===== config.mk =====
export PLATFORM = sky130hd
export DESIGN_NAME = painterengine_gpu_writer_arbiter
export DESIGN_NICKNAME = d
export VERILOG_FILES = /design/src/rtl/painterengine_gpu_pkg.sv /design/src/rtl/painterengine_gpu_rr_picker.sv /design/src/rtl/painterengine_gpu_writer_arbiter.sv
export SDC_FILE = /design/constraint.sdc
export NUM_CORES = 1
export LEC_CHECK = 0
export CAP_MARGIN = 20
export CORE_ASPECT_RATIO = 0.5
export CORE_MARGIN = 4
export CORE_UTILIZATION = 58
export CTS_CLUSTER_SIZE = 16
export DETAILED_ROUTE_END_ITERATION = 6
export DONT_BUFFER_PORTS = 1
export PLACE_DENSITY = 0.75
export SYNTH_ARGS = -nofsm -noshare
export SYNTH_HDL_FRONTEND = slang
export SYNTH_SLANG_ARGS = --single-unit

===== constraint.sdc =====
create_clock -name i_wire_clock -period 3.08 [get_ports i_wire_clock]
set_input_delay 0.616 -clock i_wire_clock [delete_from_list [all_inputs] [get_ports i_wire_clock]]
set_output_delay 0.616 -clock i_wire_clock [all_outputs]
set_load 0.005 [all_outputs]

===== src/rtl/painterengine_gpu_pkg.sv =====
// Shared GPU package: channel count, error codes and
// writer-arbiter state encodings used by the DMA blocks.
package painterengine_gpu_pkg;

  localparam int         GPU_CHANNELS = 4;
  localparam logic [2:0] ERR_TIMEOUT  = 3'b111;

  typedef enum logic [2:0] {
    ST_IDLE     = 3'd0,
    ST_ARM      = 3'd1,
    ST_RUN      = 3'd2,
    ST_COMPLETE = 3'd3,
    ST_RELEASE  = 3'd4
  } arb_state_e;

  function automatic logic [GPU_CHANNELS-1:0] ch_onehot(
    input logic [1:0] idx
  );
    ch_onehot = 4'b0001 << idx;
  endfunction

endpackage


===== src/rtl/painterengine_gpu_rr_picker.sv =====
// Combinational 4-way round-robin picker; searches upward
// starting one past the last served channel.
module painterengine_gpu_rr_picker
  import painterengine_gpu_pkg::*;
(
  input  logic [3:0] req,
  input  logic [1:0] last,
  output logic [3:0] grant,
  output logic [1:0] index
);

  logic       found;
  logic [1:0] cand;

  // first requesting channel after last, wrapping mod 4
  always_comb begin
    found = 1'b0;
    index = last;
    cand  = last;
    for (int i = 1; i <= GPU_CHANNELS; i++) begin
      cand = last + 2'(i);
      if (!found && req[cand]) begin
        found = 1'b1;
        index = cand;
      end
    end
    grant = found ? ch_onehot(index) : 4'b0000;
  end

endmodule


===== src/rtl/painterengine_gpu_writer_arbiter.sv =====
// Arbitrates four job requesters onto one DMA writer:
// grant, arm (writer held in reset), run, report, release.
module painterengine_gpu_writer_arbiter
  import painterengine_gpu_pkg::*;
#(
  parameter logic [31:0] PARAM_TIMEOUT    = 32'd65535,
  parameter int          PARAM_ARM_CYCLES = 2
) (
  input  logic        i_wire_clock,
  input  logic        i_wire_resetn,
  input  logic [3:0]  i_wire_req,
  output logic [3:0]  o_wire_ack,
  output logic [3:0]  o_wire_err,
  output logic [2:0]  o_wire_err_type,
  output logic        o_wire_busy,
  output logic [3:0]  o_wire_grant,
  output logic [15:0] o_wire_job_count,
  output logic [3:0]  o_wire_router,
  output logic        o_wire_writer_resetn,
  input  logic        i_wire_writer_done,
  input  logic        i_wire_writer_error,
  input  logic [2:0]  i_wire_writer_error_type
);

  localparam logic [15:0] ARM_LAST = 16'(PARAM_ARM_CYCLES - 1);

  arb_state_e  state_q, state_d;
  logic [1:0]  last_q, last_d;
  logic [1:0]  idx_q, idx_d;
  logic [3:0]  grant_q, grant_d;
  logic [3:0]  router_q, router_d;
  logic        wr_rstn_q, wr_rstn_d;
  logic [3:0]  ack_q, ack_d;
  logic [3:0]  err_q, err_d;
  logic [2:0]  type_q, type_d;
  logic [15:0] cnt_q, cnt_d;
  logic [31:0] wdog_q, wdog_d;
  logic [15:0] arm_q, arm_d;

  logic [3:0]  pick_grant;
  logic [1:0]  pick_idx;

  painterengine_gpu_rr_picker u_picker (
    .req   (i_wire_req),
    .last  (last_q),
    .grant (pick_grant),
    .index (pick_idx)
  );

  // next state, job result and registered output values
  always_comb begin
    state_d = state_q;
    last_d  = last_q;
    idx_d   = idx_q;
    grant_d = grant_q;
    wdog_d  = wdog_q;
    arm_d   = arm_q;
    cnt_d   = cnt_q;
    ack_d   = 4'b0000;
    err_d   = 4'b0000;
    type_d  = 3'b000;
    unique case (state_q)
      ST_IDLE: begin
        if (|i_wire_req) begin
          state_d = ST_ARM;
          grant_d = pick_grant;
          idx_d   = pick_idx;
          arm_d   = '0;
        end
      end
      ST_ARM: begin
        if (arm_q == ARM_LAST) begin
          state_d = ST_RUN;
          wdog_d  = '0;
        end else begin
          arm_d = arm_q + 16'd1;
        end
      end
      ST_RUN: begin
        wdog_d = wdog_q + 32'd1;
        if (i_wire_writer_error) begin
          err_d  = grant_q;
          type_d = i_wire_writer_error_type;
        end else if (i_wire_writer_done) begin
          ack_d = grant_q;
        end else if (wdog_d == PARAM_TIMEOUT) begin
          err_d  = grant_q;
          type_d = ERR_TIMEOUT;
        end
        if (|ack_d || |err_d) begin
          state_d = ST_COMPLETE;
          cnt_d   = cnt_q + 16'd1;
          last_d  = idx_q;
        end
      end
      ST_COMPLETE: begin
        state_d = ST_RELEASE;
      end
      ST_RELEASE: begin
        if (!i_wire_req[idx_q]) begin
          state_d = ST_IDLE;
          grant_d = 4'b0000;
        end
      end
      default: begin
        state_d = ST_IDLE;
        grant_d = 4'b0000;
      end
    endcase
    router_d  = (state_d == ST_ARM || state_d == ST_RUN)
              ? grant_d : 4'b0000;
    wr_rstn_d = (state_d == ST_RUN);
  end

  // state and output registers, async active-low reset
  always_ff @(posedge i_wire_clock or negedge i_wire_resetn) begin
    if (!i_wire_resetn) begin
      state_q   <= ST_IDLE;
      last_q    <= 2'd3;
      idx_q     <= 2'd0;
      grant_q   <= 4'b0000;
      router_q  <= 4'b0000;
      wr_rstn_q <= 1'b0;
      ack_q     <= 4'b0000;
      err_q     <= 4'b0000;
      type_q    <= 3'b000;
      cnt_q     <= 16'd0;
      wdog_q    <= 32'd0;
      arm_q     <= 16'd0;
    end else begin
      state_q   <= state_d;
      last_q    <= last_d;
      idx_q     <= idx_d;
      grant_q   <= grant_d;
      router_q  <= router_d;
      wr_rstn_q <= wr_rstn_d;
      ack_q     <= ack_d;
      err_q     <= err_d;
      type_q    <= type_d;
      cnt_q     <= cnt_d;
      wdog_q    <= wdog_d;
      arm_q     <= arm_d;
    end
  end

  assign o_wire_ack           = ack_q;
  assign o_wire_err           = err_q;
  assign o_wire_err_type      = type_q;
  assign o_wire_job_count     = cnt_q;
  assign o_wire_router        = router_q;
  assign o_wire_writer_resetn = wr_rstn_q;
  assign o_wire_busy          = (state_q != ST_IDLE);
  assign o_wire_grant         = (state_q == ST_IDLE) ? 4'b0000 : grant_q;

endmodule


==> reports/qor.yml <==
setup_path:
  crit_path_frequent_cell: "or4_4"
  critPathRequiredTime_ps: 3300
  cp_num_buf_inv: 0
  cp-start-kind: "flop"
  cp-end-kind: "flop"
  crit_slowest_cell: "or4_4"
  slowest_delay_ps: 610
  critPathArrivalTime_ps: 3260
  cp_cell_sequence: "nand4_1, or4_4, o31ai_2, nand3_1, or4_4, o21a_4, or4_4, xnor2_2"
  crit_type: "reg -> reg"
  cpLargestDelayFamily: "simple AND/OR/NAND/NOR gates"
  worstPathMaxFanout: 6
floorplan:
  dieArea_um2: 10150
  die_w_um: 138.5
  start_util: 0.6067
  pin_count: 48
  core_area_um2: 8144
  die_h_um: 73.27
  row_count: 23
yosys:
  synth_top_area_cell: "dfrtp_1"
  synth_nets: 551
  synthFlopType: "dfrtp_1"
  synthAdderAreaFrac: 0.01266
  synthCells: 535
  synth_xor_area_frac: 0.06179
  synth_top_family_by_area: "simple AND/OR/NAND/NOR gates"
  yosys.area_share.simple: 0.2606
  ys_seq_area_frac: 0.4614
  synthTopCellsByArea: "dfrtp_1, o21ai_0, nand2_1, nor2_1, xor2_1"
  yosys_warnings: 0
  synth_top_area_frac: 0.4507
  avgSynthCellArea_um2: 9.235
  synth-seq-cells: 91
  synth_edf_count: 0
  synth-compound-area-share: 0.1509
  syn_area_um2: 4941
  synth_cell_types: 62
  async_reset_ff_frac: 1.000
  synthMuxAreaShare: 0.01975
clocking:
  cts_sinks: 91
  root_buffer: "clkbuf_16"
  h-tree-depth: 3
  cts_buffers: 9
  cts.reportedPaths.clkPinSlew_ps: 70
  cts_buffer_depth: 2
  clk-insertion-delay-late_ps: 340
  cts_tree: "built"
layout:
  final_nets: 603
  fillers: 589
  syn_to_final_growth_pct: 19.32
  drive_above_1_share: 0.2061
  layout.cells.non_filler: 704
  antennaDiodeCount: 0
drt:
  wl_per_cell_um: 17.03
  wirelength_um: 11990
  drc_errors: 0
  drtIter0Drc: 371
  drtPass1Iterations: 5
  vias_per_cell: 6.067
  vias: 4271
  ant_nets: 0
placement:
  hpwlAfterDp_um: 8071
  io_buffers: 0
  dp_cells: 673
  place.gp.congestion: 0.8904
timing:
  fin_crit_ps: 3038
  hold_slack_ps: 108.3
  finalSetupViolCount: 0
  max_freq_ghz: 0.3291
  hold_viol: 0
  period_share: 0.9864
  worst_pin_slew_ps: 730.7
  rsz0062_at_grt: "true"
  clock_skew_ps: 8.587
  maxSlewHeadroom: 0.5065
  maxSlewViolCount: 0
global_routing:
  grt_pass1_vias: 4136
  antenna_found_initial: 0
  grt_max_degree: 90
  grt-ovfl-total: 0
  track_usage: 0.2422
  grt_pass1_wl_um: 19910
outcome:
  outcome: "complete, no violations"
pwr:
  switching_share: 0.3337
  p_leak_nw: 2.524
  p_int_mw: 2.306
  clkPwrFrac: 0.317
  power_frac_seq: 0.437
  p_switching_mw: 1.155
  vdd_ir_drop_max_v: 0.0004743
  p_per_area_nw_per_um2: 587.1
  power.total_mw: 3.461
  comb_power_share: 0.246
hold_path:
  hold_path.class: "in -> async"
run:
  maxCapViolations: 0
cell usage after synthesis, types with 2 or more instances:
master	number
dfrtp_1	89
nand2_1	49
nor2_1	49
o21ai_0	49
nand3_1	25
a21oi_1	21
nand4_1	20
xor2_1	19
nor4_1	17
clkbuf_1	16
inv_1	16
xnor2_1	14
and2_1	13
nor3_1	13
and3_1	10
a21boi_0	7
a31oi_1	7
nor2b_1	6
o31ai_1	6
ha_1	5
nor3b_1	5
o41ai_1	5
or3_1	5
and4_1	4
buf_2	4
mux2_2	4
nand2b_1	4
or4_4	4
buf_4	3
mux2i_1	3
nand3b_1	3
o22ai_1	3
a22o_1	2
dfstp_2	2
nand4b_1	2
nor4b_1	2
o2111ai_1	2
o211ai_1	2
o21a_1	2
cells by family (layout without fill, tap and decap cells):
group | after synthesis | count (layout)
simple gates | 239 | 239
xor+xnor | 34 | 34
buf+inv | 39 | 96
flops | 91 | 91
fa+ha+maj | 5 | 5
compound gates | 119 | 119
mux | 8 | 8
cell type report:
type	instances	area (µm²)	area share
timing repair buffer	64	500.5	0.08489
sequential	91	2288	0.3882
clock buffer	11	232.7	0.03947
tap	112	140.1	0.02377
clock inverter	5	62.56	0.01061
inverter	16	60.06	0.01019
multi-input combinational	405	2611	0.4429
per-layer routing:
| layer | routed length, µm | up-vias | track usage |
|---|---|---|---|
| met5 | 0 | - | 0 |
| met4 | 232 | 0 | 0.08762 |
| met3 | 589 | 24 | 0.06242 |
| met2 | 5585 | 89 | 0.3936 |
| met1 | 5582 | 2098 | 0.3215 |
| li1 | - | 2060 | - |
cells in the final DEF, fill, tap and decap left out, types with 4 or more instances in the layout:
cell type | netlist | routed
xnor2_1 | 14 | 14
nor2_1 | 49 | 49
and2_1 | 13 | 13
nor4_1 | 17 | 11
nand2_1 | 49 | 49
mux2_2 | 4 | 4
nand3_1 | 25 | 23
dfrtp_2 | 0 | 7
buf_4 | 3 | 63
a31oi_1 | 7 | 7
o31ai_1 | 6 | 6
o41ai_1 | 5 | 5
or4_4 | 4 | 4
and4_1 | 4 | 4
nor4_2 | 1 | 4
nand2b_1 | 4 | 4
a21oi_1 | 21 | 21
nor2b_1 | 6 | 6
xor2_1 | 19 | 19
nor3_1 | 13 | 13
and3_1 | 10 | 10
nand4_1 | 20 | 20
ha_1 | 5 | 5
nor3b_1 | 5 | 4
inv_1 | 16 | 16
o21ai_0 | 49 | 48
dfrtp_1 | 89 | 82
a21boi_0 | 7 | 7
clkbuf_16 | 0 | 9
power groups by stage:
stage / sequential, mW / clock, mW / combinational, mW
finish: 1.51 / 1.10 / 0.850
global placement: 1.53 / 0 / 0.789
detailed placement: 1.53 / 0 / 0.811
global route: 1.54 / 1.18 / 0.965
floorplan: 1.48 / 0 / 0.602
CTS: 1.51 / 1.12 / 0.846
metrics by stage:
step,TNS (ps),utilization,worst slack (ps),instance area [µm²]
2_1_floorplan,0,-,22.66,4964
3_3_place_gp,0,0.6595,5.531,5371
3_5_place_dp,-40.22,0.6595,-20.55,5371
4_1_cts,0,0.7003,5.298,5703
5_1_grt,-102.6,0.7239,-47.74,5896
6_report,0,0.7239,41.74,5896
worst paths after layout:
path                       slack, ps                              from  cells after the start                                to
max reg2reg                       40            wdog_q[17]$_DFFE_PN0P_                      8  o_wire_job_count[12]$_DFFE_PN0P_
max                               40            wdog_q[17]$_DFFE_PN0P_                      8  o_wire_job_count[12]$_DFFE_PN0P_
min reg2reg                      510  o_wire_job_count[15]$_DFFE_PN0P_                      1  o_wire_job_count[15]$_DFFE_PN0P_
min                              110                     i_wire_resetn                      0             last_q[0]$_DFFE_PN1P_
max in group asynchronous       2530                     i_wire_resetn                      1            wdog_q[13]$_DFFE_PN0P_
min in group i_wire_clock        370               i_wire_writer_error                      1      o_wire_err_type[0]$_DFF_PN0_
flip-flops by register name, summed over array words and instances (netlist names):
signal / cells
o_wire_ack: 4
o_wire_err_type: 3
state_q: 3
arm_q: 16
o_wire_err: 4
wdog_q: 32
o_wire_writer_resetn: 1
idx_q: 2
grant_q: 4
o_wire_job_count: 16
o_wire_router: 4
last_q: 2
worst reg2reg max path, cell delays in order, from the launching register on:
cell     delay (ps)
dfrtp_2         420
nand4_1         170
or4_4           610
o31ai_2         230
nand3_1          90
or4_4           530
o21a_4          220
or4_4           520
xnor2_2         140
what timing repair did:
item | in CTS | in global routing
pin swaps | 0 | 6
cloned | 0 | 0
setup endpoints to repair | 2 | 15
hold endpoints to repair | 89 | 0
hold buffers | 1 | 0
buffers inserted | 0 | 14
gates resized for setup | 2 | 20
(Power assumes the default switching activity.)
